### src/rtl/lo_pkg.sv
// lo_pkg: constants and table shared by the LO sine generator and the
// coherent I/Q detector, so both sides always use the same 16-point sine.
//   LO_LEN       table length (one LO period in samples)
//   LO_SAMPLE_W  width of the signed sample path
//   SIN_TABLE    signed 8-bit sine, amplitude 100
//   sin_at/cos_at  lookups; cos is the sine a quarter period (4 steps) ahead
package lo_pkg;

  localparam int LO_LEN      = 16;
  localparam int LO_SAMPLE_W = 9;

  localparam logic signed [7:0] SIN_TABLE [LO_LEN] = '{
    8'sd0,    8'sd38,   8'sd71,   8'sd92,
    8'sd100,  8'sd92,   8'sd71,   8'sd38,
    8'sd0,   -8'sd38,  -8'sd71,  -8'sd92,
   -8'sd100, -8'sd92,  -8'sd71,  -8'sd38
  };

  function automatic logic signed [7:0] sin_at(input logic [3:0] k);
    return SIN_TABLE[k];
  endfunction

  // The 4-bit sum wraps naturally, giving (k+4) mod 16.
  function automatic logic signed [7:0] cos_at(input logic [3:0] k);
    logic [3:0] kc;
    kc = k + 4'd4;
    return SIN_TABLE[kc];
  endfunction

endpackage

### src/rtl/lo_iq_detect_if.sv
// lo_iq_detect_if: sample-in / result-out bundle of the I/Q tone detector.
//   sync, in_valid, in_sample   sample stream and phase realign (master -> slave)
//   out_valid                   one-cycle result strobe (slave -> master)
//   i_out, q_out                signed correlation sums, ACC_W bits
//   mag                         |i_out| + |q_out|, ACC_W+1 bits
//   detect                      mag >= threshold, held between results
interface lo_iq_detect_if #(
  parameter int ACC_W = 23
) ();
  import lo_pkg::*;

  logic                          sync;
  logic                          in_valid;
  logic signed [LO_SAMPLE_W-1:0] in_sample;
  logic                          out_valid;
  logic signed [ACC_W-1:0]       i_out;
  logic signed [ACC_W-1:0]       q_out;
  logic        [ACC_W:0]         mag;
  logic                          detect;

  modport master (
    output sync, in_valid, in_sample,
    input  out_valid, i_out, q_out, mag, detect
  );

  modport slave (
    input  sync, in_valid, in_sample,
    output out_valid, i_out, q_out, mag, detect
  );

endinterface

### src/rtl/lo_quad_rom.sv
// lo_quad_rom: combinational quadrature lookup of the shared LO table.
//   k        4-bit phase index
//   sin_val  sin[k], signed 8-bit
//   cos_val  sin[(k+4) mod 16], signed 8-bit
module lo_quad_rom
  import lo_pkg::*;
(
  input  logic [3:0]        k,
  output logic signed [7:0] sin_val,
  output logic signed [7:0] cos_val
);

  assign sin_val = sin_at(k);
  assign cos_val = cos_at(k);

endmodule

### src/rtl/lo_iq_detect.sv
// lo_iq_detect: coherent I/Q tone detector. Correlates the sample stream
// against the LO sine and cosine over N_PERIODS LO periods and reports the
// sums, an |I|+|Q| magnitude and a threshold flag at each window end.
//   clk    sole clock, posedge
//   rst_n  asynchronous active-low reset
//   bus    lo_iq_detect_if slave: sync/in_valid/in_sample in,
//          out_valid/i_out/q_out/mag/detect out (all outputs registered)
// Pipeline: products registered on the accepting edge, accumulated on the
// next, results registered one edge later (out_valid 2 edges after the last
// sample of a window).
module lo_iq_detect
  import lo_pkg::*;
#(
  parameter int          N_PERIODS = 4,
  parameter int unsigned THRESH    = 100000
) (
  input  logic           clk,
  input  logic           rst_n,
  lo_iq_detect_if.slave  bus
);

  localparam int ACC_W  = 17 + $clog2(LO_LEN * N_PERIODS);
  localparam int PROD_W = LO_SAMPLE_W + 8;
  localparam int P_W    = (N_PERIODS > 1) ? $clog2(N_PERIODS) : 1;
  localparam logic [P_W-1:0] P_LAST   = P_W'(N_PERIODS - 1);
  localparam logic [ACC_W:0] THRESH_W = (ACC_W + 1)'(THRESH);

  // Extended before negation so the most negative sum cannot overflow.
  function automatic logic [ACC_W:0] abs_ext(input logic signed [ACC_W-1:0] v);
    logic signed [ACC_W:0] w;
    w = (ACC_W + 1)'(v);
    return $unsigned((w < 0) ? -w : w);
  endfunction

  logic [3:0]               k, k_cur, k_nx;
  logic [P_W-1:0]           p, p_cur, p_nx;
  logic signed [7:0]        sin_k, cos_k;
  logic signed [PROD_W-1:0] ps_nx, pc_nx;
  logic signed [PROD_W-1:0] ps, pc;
  logic                     s1_valid, s1_last;
  logic signed [ACC_W-1:0]  acc_i, acc_q;
  logic signed [ACC_W-1:0]  base_i, base_q, acc_i_nx, acc_q_nx;
  logic                     s2_last;
  logic [ACC_W:0]           mag_nx;

  // sync makes the current sample (if any) phase 0 of a fresh window.
  assign k_cur = bus.sync ? 4'd0 : k;
  assign p_cur = bus.sync ? '0 : p;

  lo_quad_rom u_rom (
    .k       (k_cur),
    .sin_val (sin_k),
    .cos_val (cos_k)
  );

  always_comb begin
    k_nx = k_cur;
    p_nx = p_cur;
    if (bus.in_valid) begin
      k_nx = k_cur + 4'd1;
      if (k_cur == 4'd15) begin
        p_nx = (p_cur == P_LAST) ? '0 : p_cur + 1'b1;
      end
    end
  end

  always_ff @(posedge clk or negedge rst_n) begin
    if (!rst_n) begin
      k <= '0;
      p <= '0;
    end else begin
      k <= k_nx;
      p <= p_nx;
    end
  end

  assign ps_nx = PROD_W'(bus.in_sample) * PROD_W'(sin_k);
  assign pc_nx = PROD_W'(bus.in_sample) * PROD_W'(cos_k);

  // Stage 1: s1_valid follows in_valid every cycle so each product is
  // accumulated exactly once; product and last flag only load on a sample.
  always_ff @(posedge clk or negedge rst_n) begin
    if (!rst_n) begin
      s1_valid <= 1'b0;
      s1_last  <= 1'b0;
      ps       <= '0;
      pc       <= '0;
    end else begin
      s1_valid <= bus.in_valid;
      if (bus.in_valid) begin
        ps      <= ps_nx;
        pc      <= pc_nx;
        s1_last <= (k_cur == 4'd15) && (p_cur == P_LAST);
      end else if (bus.sync) begin
        s1_last <= 1'b0;
      end
    end
  end

  // While s2_last is set the accumulators hold a finished window that the
  // output stage is taking this cycle, so the next window starts from zero.
  always_comb begin
    base_i   = s2_last ? '0 : acc_i;
    base_q   = s2_last ? '0 : acc_q;
    acc_i_nx = base_i;
    acc_q_nx = base_q;
    if (s1_valid) begin
      acc_i_nx = base_i + ACC_W'(ps);
      acc_q_nx = base_q + ACC_W'(pc);
    end
    mag_nx = abs_ext(acc_i) + abs_ext(acc_q);
  end

  // Stage 2: accumulate; sync discards everything in flight.
  always_ff @(posedge clk or negedge rst_n) begin
    if (!rst_n) begin
      acc_i   <= '0;
      acc_q   <= '0;
      s2_last <= 1'b0;
    end else if (bus.sync) begin
      acc_i   <= '0;
      acc_q   <= '0;
      s2_last <= 1'b0;
    end else begin
      acc_i   <= acc_i_nx;
      acc_q   <= acc_q_nx;
      s2_last <= s1_valid && s1_last;
    end
  end

  // Output stage: results and detect hold until the next completed window.
  always_ff @(posedge clk or negedge rst_n) begin
    if (!rst_n) begin
      bus.out_valid <= 1'b0;
      bus.i_out     <= '0;
      bus.q_out     <= '0;
      bus.mag       <= '0;
      bus.detect    <= 1'b0;
    end else begin
      bus.out_valid <= 1'b0;
      if (s2_last && !bus.sync) begin
        bus.out_valid <= 1'b1;
        bus.i_out     <= acc_i;
        bus.q_out     <= acc_q;
        bus.mag       <= mag_nx;
        bus.detect    <= (mag_nx >= THRESH_W);
      end
    end
  end

endmodule

### src/flat_wrapper.sv
// flat-port wrapper written by rule: the top's interface ports become plain ports
module lo_iq_detect_flat import lo_pkg::*;
#(
  parameter int          N_PERIODS = 4,
  parameter int unsigned THRESH    = 100000
)
  (clk, rst_n, bus_sync, bus_in_valid, bus_in_sample, bus_out_valid, bus_i_out, bus_q_out, bus_mag, bus_detect);
  lo_iq_detect_if bus_i ();
  input  logic clk;
  input  logic rst_n;
  input wire logic [$bits(bus_i.sync)-1:0] bus_sync;
  input wire logic [$bits(bus_i.in_valid)-1:0] bus_in_valid;
  input wire logic [$bits(bus_i.in_sample)-1:0] bus_in_sample;
  output wire logic [$bits(bus_i.out_valid)-1:0] bus_out_valid;
  output wire logic [$bits(bus_i.i_out)-1:0] bus_i_out;
  output wire logic [$bits(bus_i.q_out)-1:0] bus_q_out;
  output wire logic [$bits(bus_i.mag)-1:0] bus_mag;
  output wire logic [$bits(bus_i.detect)-1:0] bus_detect;
  assign bus_i.sync = bus_sync;
  assign bus_i.in_valid = bus_in_valid;
  assign bus_i.in_sample = bus_in_sample;
  assign bus_out_valid = bus_i.out_valid;
  assign bus_i_out = bus_i.i_out;
  assign bus_q_out = bus_i.q_out;
  assign bus_mag = bus_i.mag;
  assign bus_detect = bus_i.detect;
  lo_iq_detect #(.N_PERIODS(N_PERIODS), .THRESH(THRESH)) u_core (.clk(clk), .rst_n(rst_n), .bus(bus_i));
endmodule
### config.mk
export PLATFORM = sky130hd
export DESIGN_NAME = lo_iq_detect_flat
export DESIGN_NICKNAME = d
export VERILOG_FILES = /design/src/rtl/lo_pkg.sv /design/src/rtl/lo_iq_detect_if.sv /design/src/rtl/lo_quad_rom.sv /design/src/rtl/lo_iq_detect.sv /design/src/flat_wrapper.sv
export SDC_FILE = /design/constraint.sdc
export NUM_CORES = 1
export LEC_CHECK = 0
export CORE_AREA = 2 2 163 228
export CTS_CLUSTER_SIZE = 25
export DETAILED_ROUTE_END_ITERATION = 12
export DIE_AREA = 0 0 165 230
export SYNTH_ARGS = -nofsm -noshare
export SYNTH_HDL_FRONTEND = slang
export SYNTH_SLANG_ARGS = --single-unit
### constraint.sdc
create_clock -name clk -period 8.4 [get_ports clk]
set_clock_uncertainty 0.1 [all_clocks]
set_input_delay 1.68 -clock clk [delete_from_list [all_inputs] [get_ports clk]]
set_output_delay 1.68 -clock clk [all_outputs]
set_load 0.02 [all_outputs]
==> flow_metrics.py <==
metrics = {
    "outcome": {
        "outcome": "finished clean",
    },
    "setup_path": {
        "crit_family": "compound AO/OA/AOI/OAI gates",
        "crit_arrival_ps": 7700,
        "critPathLaunch": "bus_sync",
        "crit_top_cell": "inv_1",
        "start_kind": "input port",
        "crit_required_ps": 8630,
        "path_max_fanout": 46,
        "critPathCaptureType": "flop",
        "reg2reg_from": "u_core.k[0]$_DFF_PN0_",
        "reg2reg_depth": 23,
        "r2r_slack_ps": 2000,
        "cp_num_cells": 24,
        "worstSetupPathType": "in -> reg",
        "path_buf_inv": 6,
        "crit_chain": "clkdlybuf4s50_1, buf_4, nor2b_1, o22ai_1, and2_1, ha_1, inv_1, fa_1, inv_1, ha_1, inv_1, fa_1, inv_1, ha_1, fa_1, a21o_1, a21oi_1, o21bai_1, a211oi_1, o311ai_1, a21o_1, a21oi_1, xnor2_1, mux2_2",
        "crit_slowest_cell": "o22ai_1",
        "max_stage_delay_ps": 640,
    },
    "synth": {
        "yosys.area_share.adder_pct": 25.9,
        "yosys_register_bits": 161,
        "post_synth_inst_count": 1837,
        "synth-simple-area-share_pct": 18.9,
        "ys_async_sr_fraction_pct": 100,
        "syn-cell-area_um2": 16000,
        "synth_cell_type_count": 78,
        "yosysWarningCount": 0,
        "synth_nets": 2106,
        "ys.flop_type": "dfrtp_1",
        "synth_xor_area_share_pct": 6.86,
        "synth_top_family_by_area": "adder cells",
        "ys_seq_area_share_pct": 25.2,
        "synth_enable_flop_cells": 0,
        "postSynthAreaPerCell_um2": 8.69,
        "synth_compound_area_share_pct": 13.3,
        "synth.area.mux_share_pct": 3.25,
    },
    "sta": {
        "period_minus_slack_ps": 7460,
        "setup_tns_ps": 0,
        "hold_viol_final": 0,
        "tightest_slew_ps": 950,
        "relSlewSlack_pct": 36.7,
        "maxSlewViolCount": 0,
        "layout_setup_ws_ps": 937,
        "fmax_mhz": 134,
        "rsz0062_at_grt": "false",
        "setup_violations": 0,
        "period_share_pct": 88.8,
    },
    "floorplanning": {
        "ios": 85,
        "rows": 82,
        "core_area_um2": 35800,
        "die_h_um": 230,
        "fp.dieW_um": 165,
        "start_util_pct": 44.6,
        "fp.dieArea_um2": 38000,
    },
    "power_and_ir_drop": {
        "power.density_nw_per_um2": 308,
        "power_leakage_nw": 8.73,
        "ir_drop_v": 0.000166,
        "p_total_mw": 5.49,
    },
    "cells_and_area": {
        "most-common-layout-cells": "nand2_1, inv_1, dfrtp_1",
        "fin_area_um2": 17800,
        "areaGrowthSynthToFinish_pct": 11.8,
        "insertedDiodeCount": 0,
        "nNetsFinal": 2161,
        "layout_commonest_cell": "nand2_1",
        "drive_above_1_share_pct": 5.41,
        "stdcell_count": 2367,
    },
    "drt": {
        "wirelength_um": 37900,
        "drt-vias-per-instance": 5.24,
        "wl_per_cell_um": 16.0,
        "drt_iter0_markers": 571,
        "ant_nets": 0,
        "dr.pass1.iters": 5,
        "dr_total_vias": 12400,
        "drc_errors": 0,
    },
    "grt": {
        "grt_pass1_wl_um": 63600,
        "gr-usage-all-layers_pct": 21.0,
        "grt-ovfl-total": 0,
        "grt_antenna_before_repair": 0,
        "grt_start_max_net_pins": 98,
        "grt_pass1_vias": 12900,
    },
    "clock_network": {
        "cts_tree": "done",
        "clk_latency_ps": 450,
        "cts_resized": 0,
        "post_cts_buffers": 0,
        "cts_root_buf": "clkbuf_16",
        "cts_made_buffers": 17,
        "clk_transition_reported_paths_ps": 70,
        "h-tree-depth": 4,
        "cts_buffer_depth": 2,
        "clkSinkCount": 161,
        "hold_buffers": 0,
    },
    "hold_path": {
        "hold_path_class": "reg -> reg",
        "whs_path_depth": 2,
        "hp-start": "u_core.bus.mag[22]$_DFFE_PN0P_",
    },
    "placed_design": {
        "placed_area_um2": 17300,
        "place_ws_ps": 442,
        "dp_hpwl_um": 30000,
        "portBuffers": 84,
        "place_congestion": 0.905,
        "dpl.cell_count": 2335,
    },
    "run": {
        "cap_violations": 0,
    },
}
## worst paths after layout
| path | end |
|---|---|
| max | u_core.ps[16]$_DFFE_PN0P_ |
| min | u_core.bus.mag[22]$_DFFE_PN0P_ |
| max reg2reg | u_core.ps[16]$_DFFE_PN0P_ |
| min reg2reg | u_core.bus.mag[22]$_DFFE_PN0P_ |
| max in group asynchronous | u_core.acc_q[11]$_DFF_PN0_ |
| min in group asynchronous | u_core.bus.i_out[22]$_DFFE_PN0P_ |
## metal layers
layer | GRT usage [%] | vias up | routed length (µm)
met5 | 0 | - | 0
met4 | 8.78 | 0 | 1430
met3 | 2.47 | 70 | 841
met2 | 38.5 | 182 | 19800
met1 | 24.4 | 5990 | 15800
li1 | - | 6162 | -
## stage by stage
step                hold slack, ps  utilization [%]
global route                   397             49.8
CTS                            379             49.8
detailed placement             362             48.2
floorplan                      355                -
global placement               361             48.2
finish                         372             49.8
## synth_stat cells, types with 3 or more instances
cell type | count | area, µm²
nand3_1 | 20 | 100
clkbuf_1 | 61 | 229
a21o_1 | 32 | 240
ha_1 | 133 | 1660
nor3_1 | 24 | 120
o41ai_1 | 10 | 87.6
o21bai_1 | 12 | 90.1
fa_1 | 123 | 2460
and2_1 | 70 | 438
a31oi_1 | 4 | 25.0
and4_1 | 3 | 26.3
a211o_1 | 5 | 43.8
xnor2_1 | 94 | 823
o22ai_1 | 3 | 18.8
a21oi_1 | 71 | 355
or4_1 | 4 | 30.0
nor2b_1 | 59 | 369
mux2_2 | 29 | 327
nor4_1 | 3 | 18.8
and3_1 | 6 | 37.5
mux2i_1 | 18 | 180
inv_1 | 216 | 811
xor2_1 | 31 | 272
nand4_1 | 6 | 37.5
or2_2 | 8 | 50.1
o31ai_1 | 23 | 173
a211oi_1 | 15 | 113
o21a_1 | 11 | 82.6
nand2b_1 | 15 | 93.8
or3_1 | 11 | 68.8
nor3b_1 | 4 | 30.0
nand2_1 | 279 | 1050
dfrtp_1 | 161 | 4030
nor2_1 | 119 | 447
o21ai_0 | 96 | 480
## power breakdown
group          switching [mW]  leakage (nW)  internal (mW)
sequential              0.257          2.16          0.925
combinational            2.00          6.28           1.52
clock                   0.359         0.287          0.426
## worst reg2reg max path: cells and delay by family, from the launching register on
kind,cells,cell delay [ps]
buffers and inverters,4,330
AND/OR/NAND/NOR,3,350
AO/OA/AOI/OAI,8,1710
flip-flops,1,730
multiplexers,1,260
adder cells (fa/ha/maj),6,2730
XOR/XNOR,1,80
## area by class of cell
cell class                      instances  area, µm²
Tap cell                              462        578
Sequential cell                       161       4030
Clock buffer                           18        439
Fill cell                            3429      18000
Clock inverter                         14        140
Multi-Input combinational cell       1395      10900
Timing Repair Buffer                   99        950
Inverter                              218        818
## cell families after synthesis
group,Yosys count
flops,161
xor+xnor,125
simple gates,642
buf+inv,281
mux,48
compound gates,324
fa+ha+maj,256
## sequential cells by signal, summed over array words and instances, names as in the netlist, 2 cells and up
name and flops:
u_core.bus.q_out 23, u_core.bus.mag 24, u_core.pc 17, u_core.k 4, u_core.ps 17, u_core.acc_q 23
u_core.acc_i 23, u_core.bus.i_out 23, u_core.p 2
Power figures use the tool's default switching activity.
